## config.mk

```make
export PLATFORM = sky130hd
export DESIGN_NAME = regfile_access_arbiter
export DESIGN_NICKNAME = d
export VERILOG_FILES = /design/src/rtl/regfile_access_arbiter.sv
export SDC_FILE = /design/constraint.sdc
export NUM_CORES = 1
export LEC_CHECK = 0
export CORE_UTILIZATION = 45
export DETAILED_ROUTE_END_ITERATION = 10
export HOLD_SLACK_MARGIN = 0.02
export PLACE_DENSITY_LB_ADDON = 0.25
export SYNTH_ARGS = -nofsm -noshare
export SYNTH_HDL_FRONTEND = slang
export SYNTH_SLANG_ARGS = --single-unit
```

## constraint.sdc

```tcl
create_clock -name clk -period 2.5 [get_ports clk]
set_input_delay 0.25 -clock clk [delete_from_list [all_inputs] [get_ports clk]]
set_output_delay 0.25 -clock clk [all_outputs]
set_load 0.05 [all_outputs]
```

## src/rtl/regfile_access_arbiter.sv

```systemverilog
// Sequences register-file reads, queued write-backs and SREG updates, one strobe per cycle.
// Optional perf counters are compiled in when REGARB_PERF_EN is defined.
module regfile_access_arbiter #(
  parameter int unsigned DW           = 16,
  parameter int unsigned RAW          = 3,
  parameter int unsigned SREG_IDX     = 7,
  parameter int unsigned WQ_DEPTH     = 2,
  parameter int unsigned STARVE_LIMIT = 3
) (
  input  logic                        clk,
  input  logic                        rst_n,
  input  logic                        rd_req,
  input  logic [RAW-1:0]              rd_reg1,
  input  logic [RAW-1:0]              rd_reg2,
  output logic                        rd_gnt,
  input  logic                        wb_req,
  input  logic [RAW-1:0]              wb_reg,
  input  logic [DW-1:0]               wb_data,
  output logic                        wb_ready,
  input  logic                        fl_req,
  input  logic [DW-1:0]               fl_data,
  output logic                        fl_gnt,
  output logic                        rf_get_reg_en,
  output logic [RAW-1:0]              rf_reg1,
  output logic [RAW-1:0]              rf_reg2,
  output logic                        rf_reg_write_back,
  output logic [RAW-1:0]              rf_reg_write_code,
  output logic [DW-1:0]               rf_data_in,
  output logic                        rf_flag_update,
  output logic [DW-1:0]               rf_SREG_write,
  output logic [$clog2(WQ_DEPTH):0]   wq_count
`ifdef REGARB_PERF_EN
  ,
  output logic [15:0]                 perf_raw_stall,
  output logic [15:0]                 perf_starve_win,
  output logic [15:0]                 perf_wq_full
`endif
);

  localparam int unsigned PW = $clog2(WQ_DEPTH);
  localparam int unsigned CW = PW + 1;
  localparam int unsigned SW = (STARVE_LIMIT > 0) ? $clog2(STARVE_LIMIT + 1) : 1;

  typedef enum logic [2:0] {ActNone, ActRdStarve, ActDrain, ActFlag, ActRd} act_e;

  logic [RAW-1:0] q_reg_q  [WQ_DEPTH];
  logic [DW-1:0]  q_data_q [WQ_DEPTH];
  logic [PW-1:0]  rd_ptr_q, wr_ptr_q;
  logic [CW-1:0]  count_q, count_d;
  logic [SW-1:0]  starve_q, starve_d;

  logic           rd_gnt_q, fl_gnt_q, get_en_q, wr_back_q, flag_upd_q;
  logic [RAW-1:0] reg1_q, reg2_q, wr_code_q;
  logic [DW-1:0]  data_in_q, sreg_q;

  logic           wb_accept, rd_elig, fl_elig, rd_hazard, rd_ok, starved, issue_rd;
  logic [PW-1:0]  slot_off;
  act_e           act;

  always_comb begin
    wb_ready  = (count_q < CW'(WQ_DEPTH));
    wb_accept = wb_req && wb_ready;
    // A request whose grant is still high has already been issued.
    rd_elig   = rd_req && !rd_gnt_q;
    fl_elig   = fl_req && !fl_gnt_q;

    rd_hazard = fl_elig;
    slot_off  = '0;
    for (int i = 0; i < int'(WQ_DEPTH); i++) begin
      slot_off = PW'(i) - rd_ptr_q;
      if ((CW'(slot_off) < count_q) &&
          (q_reg_q[i] == rd_reg1 || q_reg_q[i] == rd_reg2 || q_reg_q[i] == RAW'(SREG_IDX))) begin
        rd_hazard = 1'b1;
      end
    end
    if (wb_accept &&
        (wb_reg == rd_reg1 || wb_reg == rd_reg2 || wb_reg == RAW'(SREG_IDX))) begin
      rd_hazard = 1'b1;
    end

    rd_ok   = rd_elig && !rd_hazard;
    starved = (starve_q >= SW'(STARVE_LIMIT));

    if (rd_ok && starved)   act = ActRdStarve;
    else if (count_q != '0) act = ActDrain;
    else if (fl_elig)       act = ActFlag;
    else if (rd_ok)         act = ActRd;
    else                    act = ActNone;

    issue_rd = (act == ActRdStarve) || (act == ActRd);

    count_d = count_q;
    if (wb_accept && act != ActDrain)       count_d = count_q + CW'(1);
    else if (!wb_accept && act == ActDrain) count_d = count_q - CW'(1);

    if (!rd_req || issue_rd)   starve_d = '0;
    else if (rd_ok && !starved) starve_d = starve_q + SW'(1);
    else                        starve_d = starve_q;
  end

  always_ff @(posedge clk or negedge rst_n) begin
    if (!rst_n) begin
      for (int i = 0; i < int'(WQ_DEPTH); i++) begin
        q_reg_q[i]  <= '0;
        q_data_q[i] <= '0;
      end
      rd_ptr_q   <= '0;
      wr_ptr_q   <= '0;
      count_q    <= '0;
      starve_q   <= '0;
      rd_gnt_q   <= 1'b0;
      fl_gnt_q   <= 1'b0;
      get_en_q   <= 1'b0;
      wr_back_q  <= 1'b0;
      flag_upd_q <= 1'b0;
      reg1_q     <= '0;
      reg2_q     <= '0;
      wr_code_q  <= '0;
      data_in_q  <= '0;
      sreg_q     <= '0;
    end else begin
      rd_gnt_q   <= issue_rd;
      get_en_q   <= issue_rd;
      fl_gnt_q   <= (act == ActFlag);
      flag_upd_q <= (act == ActFlag);
      wr_back_q  <= (act == ActDrain);
      count_q    <= count_d;
      starve_q   <= starve_d;
      if (issue_rd) begin
        reg1_q <= rd_reg1;
        reg2_q <= rd_reg2;
      end
      if (act == ActDrain) begin
        wr_code_q <= q_reg_q[rd_ptr_q];
        data_in_q <= q_data_q[rd_ptr_q];
        rd_ptr_q  <= rd_ptr_q + PW'(1);
      end
      if (act == ActFlag) sreg_q <= fl_data;
      if (wb_accept) begin
        q_reg_q[wr_ptr_q]  <= wb_reg;
        q_data_q[wr_ptr_q] <= wb_data;
        wr_ptr_q           <= wr_ptr_q + PW'(1);
      end
    end
  end

  assign rd_gnt            = rd_gnt_q;
  assign fl_gnt            = fl_gnt_q;
  assign rf_get_reg_en     = get_en_q;
  assign rf_reg1           = reg1_q;
  assign rf_reg2           = reg2_q;
  assign rf_reg_write_back = wr_back_q;
  assign rf_reg_write_code = wr_code_q;
  assign rf_data_in        = data_in_q;
  assign rf_flag_update    = flag_upd_q;
  assign rf_SREG_write     = sreg_q;
  assign wq_count          = count_q;

`ifdef REGARB_PERF_EN
  logic [15:0] raw_stall_q, starve_win_q, wq_full_q;

  always_ff @(posedge clk or negedge rst_n) begin
    if (!rst_n) begin
      raw_stall_q  <= '0;
      starve_win_q <= '0;
      wq_full_q    <= '0;
    end else begin
      if (rd_elig && rd_hazard && raw_stall_q != '1) raw_stall_q <= raw_stall_q + 16'd1;
      if (act == ActRdStarve && starve_win_q != '1)  starve_win_q <= starve_win_q + 16'd1;
      if (wb_req && !wb_ready && wq_full_q != '1)    wq_full_q <= wq_full_q + 16'd1;
    end
  end

  assign perf_raw_stall  = raw_stall_q;
  assign perf_starve_win = starve_win_q;
  assign perf_wq_full    = wq_full_q;
`endif

endmodule
```

==> results.json, run 1 <==
{
  "synthMuxAreaShare_pct": 29.3,
  "internal_power_mw": 4.75,
  "nets": 448,
  "rsz0062_at_grt": "false",
  "ys_seq_elements": 88,
  "grt_usage_pct": 19.2,
  "fp.dieH_um": 96.9,
  "cts_setup_buffers": 0,
  "synthArstFlopShare_pct": 100,
  "p_leak_nw": 2.35,
  "yosys_most_used_dff": "dfrtp_1",
  "grt_overflow_total": 0,
  "clock_latency_ns": 0.35,
  "place.gp.congestion": 0.809,
  "max_cap_violations": 0,
  "h-tree-depth": 3,
  "syn_area_mm2": 0.00405,
  "antenna_cells": 0,
  "numCtsBuffers": 9,
  "slew_headroom_pct": 56.1,
  "fmax_mhz": 438,
  "crit_arrival_ns": 2.56,
  "routed_wl_um": 8300,
  "required_ns": 2.78,
  "postRouteAntennaNets": 0,
  "synth_xor_area_share_pct": 3.67,
  "drv_slew": 0,
  "viasPerCell": 5.11,
  "fin_tns_setup_ns": 0,
  "die_area_mm2": 0.00939,
  "status": "finished, final reports clean",
  "clock_sinks": 88,
  "synth_top_family_by_area": "multiplexers",
  "synth.avg_cell_area_um2": 14.2,
  "ff2ff_setup_slack_ns": 0.24,
  "setup_viol": 0,
  "vias": 2623,
  "wl_per_cell_um": 16.2,
  "dr.pass1.iters": 4,
  "cts_resized": 0,
  "finalCritPeriodShare_pct": 91.3,
  "syn_inst": 286,
  "holdBufCountCts": 1,
  "syn_nets": 334,
  "p_switching_mw": 3.36,
  "cts_buffer_depth": 2,
  "pre_cts_ws_ns": -0.131,
  "fillers": 688,
  "ios": 95,
  "synth_edf_count": 0,
  "vdd_drop_max_mv": 0.985,
  "worstMarginPinSlew_ns": 0.659,
  "core_area_mm2": 0.00872,
  "yosys.area_share.simple_pct": 5.00,
  "synth-compound-area-share_pct": 3.89,
  "regToRegStartpoint": "q_reg_q[5]",
  "switching_share_pct": 41.5,
  "cts_tree": "yes",
  "clkTransAtPathRegs_ns": 0.09,
  "core.rowCount": 34,
  "grt_pass1_wl_um": 14300,
  "power_per_cell_area_mw_per_mm2": 1480,
  "critPathMaxFanout": 4,
  "crit_start": "rd_reg2[2]",
  "grt_start_max_net_pins": 52,
  "min_period_ns": 2.28,
  "hold_violations": 0,
  "drive_gt1_share_pct": 36.5,
  "dp_hpwl_um": 5960,
  "rr_endpoint": "wq_count[1]",
  "fin_skew_ns": 0.0112,
  "placed_cell_area_mm2": 0.00527,
  "worst-setup-path-type": "in2reg",
  "root_buffer": "clkbuf_8",
  "drc": 0,
  "dr.first_iter.drc_count": 74,
  "synth_warnings": 0,
  "portBuffers": 94,
  "seq_power_share_pct": 31.8,
  "synth_cell_types": 35,
  "rr_worst_depth": 10,
  "end_kind": "flip-flop",
  "final_area_mm2": 0.00547,
  "p_clk_share_pct": 11.5,
  "hold_class": "in2async",
  "grt_pass1_vias": 2811,
  "p_comb_share_pct": 56.7,
  "die_w_um": 96.9,
  "areaGrowthSynthToFinish_pct": 34.9,
  "ys_seq_area_share_pct": 54.3,
  "initial_core_util_pct": 46.5,
  "synthAdderAreaFrac_pct": 0.617,
  "setup_ws_ns": 0.218,
  "start_kind": "input port",
  "antenna_found_initial": 0
}
synthesized netlist by cell type, drive strengths merged (2+ instances only):
library cell  instances  area [um2]
ha                    2        25.0
mux2i                 2        20.0
nand2b                3        18.8
mux2                 98        1170
o211ai                6        45.0
buf                   9        77.6
dfrtp                88        2200
o21ai                 2        10.0
nor2                  3        11.3
nand3                 4        20.0
and2                  3        18.8
clkbuf                7        26.3
nand4                 2        12.5
nor3                  8        45.0
a21oi                 5        25.0
xnor2                10        87.6
or4                   2        15.0
inv                   7        26.3
nand2                 7        26.3
xor2                  7        61.3
sequential cells by signal (all words and copies together), names as in the netlist, 2 cells and up:
signal / flops
q_reg_q: 6
rf_reg1: 3
rf_data_in: 16
starve_q: 2
rf_SREG_write: 16
q_data_q: 32
rf_reg2: 3
wq_count: 2
rf_reg_write_code: 3
cell families after synthesis:
kind of cell,Yosys count
muxes,100
adders and majority gates,2
xor gates and xnor gates,17
AOI/OAI and AO/OA,19
DFF,88
buffers and inverters,23
and+or+nand+nor,37
metal layers:
metal,vias up,GRT usage [%],part of all wire (%)
li1,1240,-,-
met4,0,7.46,1.7
met3,10,3.03,2.5
met2,52,31.7,51
met5,-,0,0
met1,1321,25.4,45
worst max-delay path, stage by stage:
cell and delay [ns]:
clkdlybuf4s50_1 0.49, xor2_1 0.17, or4_1 0.41, a211oi_2 0.25, nor3_2 0.08, a41oi_4 0.25
inv_1 0.07, ha_1 0.19, xor2_1 0.14, nor2_1 0.12, xnor2_1 0.12
metrics by stage:
step	cells	power [mW]	util, %	hold WS, ns
CTS	513	8.20	62.7	0.481
floorplan	286	5.80	-	-0.0456
global placement	496	7.15	60.4	0.327
global route	513	8.55	62.7	0.499
finish	513	8.11	62.7	0.457
detailed placement	496	7.24	60.4	0.329
power groups by stage:
stage | Clock [mW] | Combinational, mW | Sequential (mW)
detailed placement | 0 | 4.63 | 2.61
global route | 1.02 | 4.86 | 2.68
floorplan | 0 | 2.00 | 3.80
global placement | 0 | 4.57 | 2.58
finish | 0.934 | 4.60 | 2.58
CTS | 0.970 | 4.65 | 2.59
cell type report:
type / instances / area [um2] / share of cell area [%]
sequential: 88 / 2200 / 40.3
multi-input combinational: 175 / 1730 / 31.6
timing repair buffer: 119 / 1180 / 21.6
clock buffer: 11 / 151 / 2.77
tap: 108 / 135 / 2.47
clock inverter: 5 / 40.0 / 0.732
inverter: 7 / 30.0 / 0.549
placed cells by master, fill, tap and decap left out, types with 2 or more instances in the layout:
| master | n |
|---|---|
| a21oi_1 | 5 |
| and2_1 | 3 |
| buf_12 | 4 |
| buf_4 | 21 |
| clkbuf_8 | 11 |
| clkdlybuf4s50_1 | 93 |
| clkinvlp_4 | 4 |
| dfrtp_1 | 87 |
| ha_1 | 2 |
| inv_1 | 6 |
| mux2_2 | 81 |
| mux2_4 | 17 |
| mux2i_1 | 2 |
| nand2_1 | 7 |
| nand2b_1 | 3 |
| nand3_1 | 4 |
| nand4_1 | 2 |
| nor2_1 | 2 |
| nor3_1 | 6 |
| nor3_2 | 2 |
| o211ai_1 | 6 |
| o21ai_1 | 2 |
| or4_1 | 2 |
| xnor2_1 | 10 |
| xor2_1 | 7 |
how the worst max path moves through the flow:
stage / end / slack [ns] / cells after the start
2_1_floorplan: wq_count[1] / 0.006 / 12
3_3_place_gp: wq_count[1] / -0.12 / 10
3_5_place_dp: rf_data_in[1] / -0.13 / 8
4_1_cts: wq_count[1] / 0.22 / 10
5_1_grt: wq_count[1] / 0.07 / 10
6_report: wq_count[1] / 0.22 / 11
Power figures use the tool's default switching activity.
==> run 2, diff against run 1 <==
GPL_TIMING_DRIVEN = 0   (was default)
==> results.json, run 2 (synthesis gave the netlist of run 1 again) <==
{
  "status": "finished, final reports clean",
  "slew_headroom_pct": 56.7,
  "dr_wl_met3_um": 262,
  "routed_wl_um": 7980,
  "critPathMaxFanout": 8,
  "worstMarginPinSlew_ns": 0.650,
  "largest_reg_flops": 32,
  "start_kind": "flip-flop",
  "drive_gt1_share_pct": 34.8,
  "cts_tree": "yes",
  "ios": 95,
  "portBuffers": 91,
  "drv_slew": 0,
  "ff2ff_setup_slack_ns": 0.09,
  "grt_usage_pct": 18.1,
  "cp_cell_sequence": "buf_2, xor2_1, or4_1, a21oi_2, o21ai_2, a41oi_4, buf_8, inv_1, ha_1, xor2_1, nor2_1, xnor2_1",
  "hold_start": "rd_reg1[2]",
  "rr_worst_depth": 12,
  "root_buffer": "clkbuf_8",
  "final_cell_mix": "clkdlybuf4s50_1, dfrtp_1, mux2_2",
  "grt_overflow_total": 0,
  "fmax_mhz": 414,
  "crit_path_top_delay_cell": "or4_1",
  "wl_per_cell_um": 15.8,
  "dr.pass1.iters": 4,
  "clkTransAtPathRegs_ns": 0.09,
  "min_period_ns": 2.41,
  "cp_top_family": "simple AND/OR/NAND/NOR gates",
  "drc": 0,
  "finalCritPeriodShare_pct": 96.5,
  "p_leak_nw": 2.31,
  "postRouteAntennaNets": 0,
  "initial_core_util_pct": 46.5,
  "die_w_um": 96.9,
  "hold_violations": 0,
  "fin_tns_setup_ns": 0,
  "clock_latency_ns": 0.36,
  "power_per_cell_area_mw_per_mm2": 1490,
  "max_flop_register": "q_data_q",
  "required_ns": 2.77,
  "vias": 2621,
  "wl_met1_um": 3560,
  "areaGrowthSynthToFinish_pct": 32.4,
  "die_area_mm2": 0.00939,
  "worst-setup-path-type": "reg2reg",
  "dp_hpwl_um": 5720,
  "setup_viol": 0,
  "cts_buffer_depth": 2,
  "antenna_found_initial": 0,
  "grt_start_max_net_pins": 53,
  "antenna_cells": 0,
  "place.gp.congestion": 0.773,
  "vdd_drop_max_mv": 0.789,
  "hold_class": "in2reg",
  "end_kind": "flip-flop",
  "max_cap_violations": 0,
  "met2_length_um": 4000,
  "crit_buf_inv": 3,
  "crit_arrival_ns": 2.69,
  "min_to": "rf_reg1[2]",
  "cp_slowest_stage_delay_ns": 0.42,
  "rr_endpoint": "wq_count[1]",
  "grt_pass1_vias": 2658,
  "rsz0062_at_grt": "true",
  "numCtsBuffers": 9,
  "core_area_mm2": 0.00872,
  "hold_depth": 2,
  "fp.dieH_um": 96.9,
  "clock_sinks": 88,
  "finalPower_mw": 8.02,
  "final_common_cell": "clkdlybuf4s50_1",
  "routed.top_layer": "met4",
  "viasPerCell": 5.19,
  "core.rowCount": 34,
  "grt_pass1_wl_um": 13400,
  "fillers": 702,
  "regToRegStartpoint": "q_reg_q[2]",
  "fin_skew_ns": 0.0156,
  "nets": 440,
  "dr.first_iter.drc_count": 72,
  "crit_path_frequent_cell": "xor2_1",
  "h-tree-depth": 3
}
run 2: power by group:
group / internal [mW] / switching (mW) / leakage, nW
registers: 2.15 / 0.410 / 1.05
logic: 2.11 / 2.41 / 1.16
clock network: 0.405 / 0.534 / 0.0956
run 2: what timing repair did:
action / in CTS / in global routing
pin swaps: 1 / 1
gates resized for setup: 2 / 5
hold buffers: 1 / 0
setup buffers: 2 / 0
endpoints found under the hold margin: 36 / 0
endpoints found under the setup margin: 12 / 27
run 2: through the flow:
stage                     util (%)  hold slack (ns)  cell area [um2]  cells  worst slack, ns
after floorplan                  -          -0.0456             4060    286          0.00622
after global placement        58.5            0.478             5100    485            -2.34
after detailed placement      58.8            0.248             5130    486           -0.580
after CTS                     61.3            0.167             5350    505           0.0246
after global routing          61.5            0.173             5370    505          -0.0632
final                         61.5            0.187             5370    505           0.0863
run 2: worst max-delay path by stage:
| stage | to | cells past startpoint | from | slack (ns) |
|---|---|---|---|---|
| after floorplan | wq_count[1] | 12 | q_reg_q[5] | 0.006 |
| after global placement | wq_count[1] | 1 | rst_n | -2.34 |
| after detailed placement | wq_count[1] | 13 | rd_reg2[2] | -0.58 |
| after CTS | wq_count[1] | 12 | q_reg_q[2] | 0.02 |
| after global routing | wq_count[1] | 12 | q_reg_q[5] | -0.06 |
| final | wq_count[1] | 12 | q_reg_q[2] | 0.09 |
run 2: area by class of cell:
class / instances / area [um2] / area share [%]
tap: 108 / 135 / 2.52
timing repair buffer: 95 / 963 / 17.9
clock inverter: 6 / 50.0 / 0.932
buffer: 16 / 111 / 2.07
multi-input combinational: 175 / 1740 / 32.4
sequential: 88 / 2200 / 41.0
clock buffer: 10 / 138 / 2.56
inverter: 7 / 30.0 / 0.559
run 2: routing by layer:
layer | vias up | track usage, %
li1 | 1229 | -
met1 | 1330 | 22.8
met2 | 49 | 30.1
met3 | 13 | 4.48
met4 | 0 | 6.54
met5 | - | 0
run 2: worst reg2reg max path, delay by kind of cell (launching register included):
| family | cells | cell delay (ns) |
|---|---|---|
| and+or+nand+nor | 2 | 0.54 |
| buffers and inverters | 3 | 0.32 |
| adders and majority gates | 1 | 0.18 |
| DFF | 1 | 0.36 |
| AOI/OAI and AO/OA | 3 | 0.52 |
| xor gates and xnor gates | 3 | 0.42 |
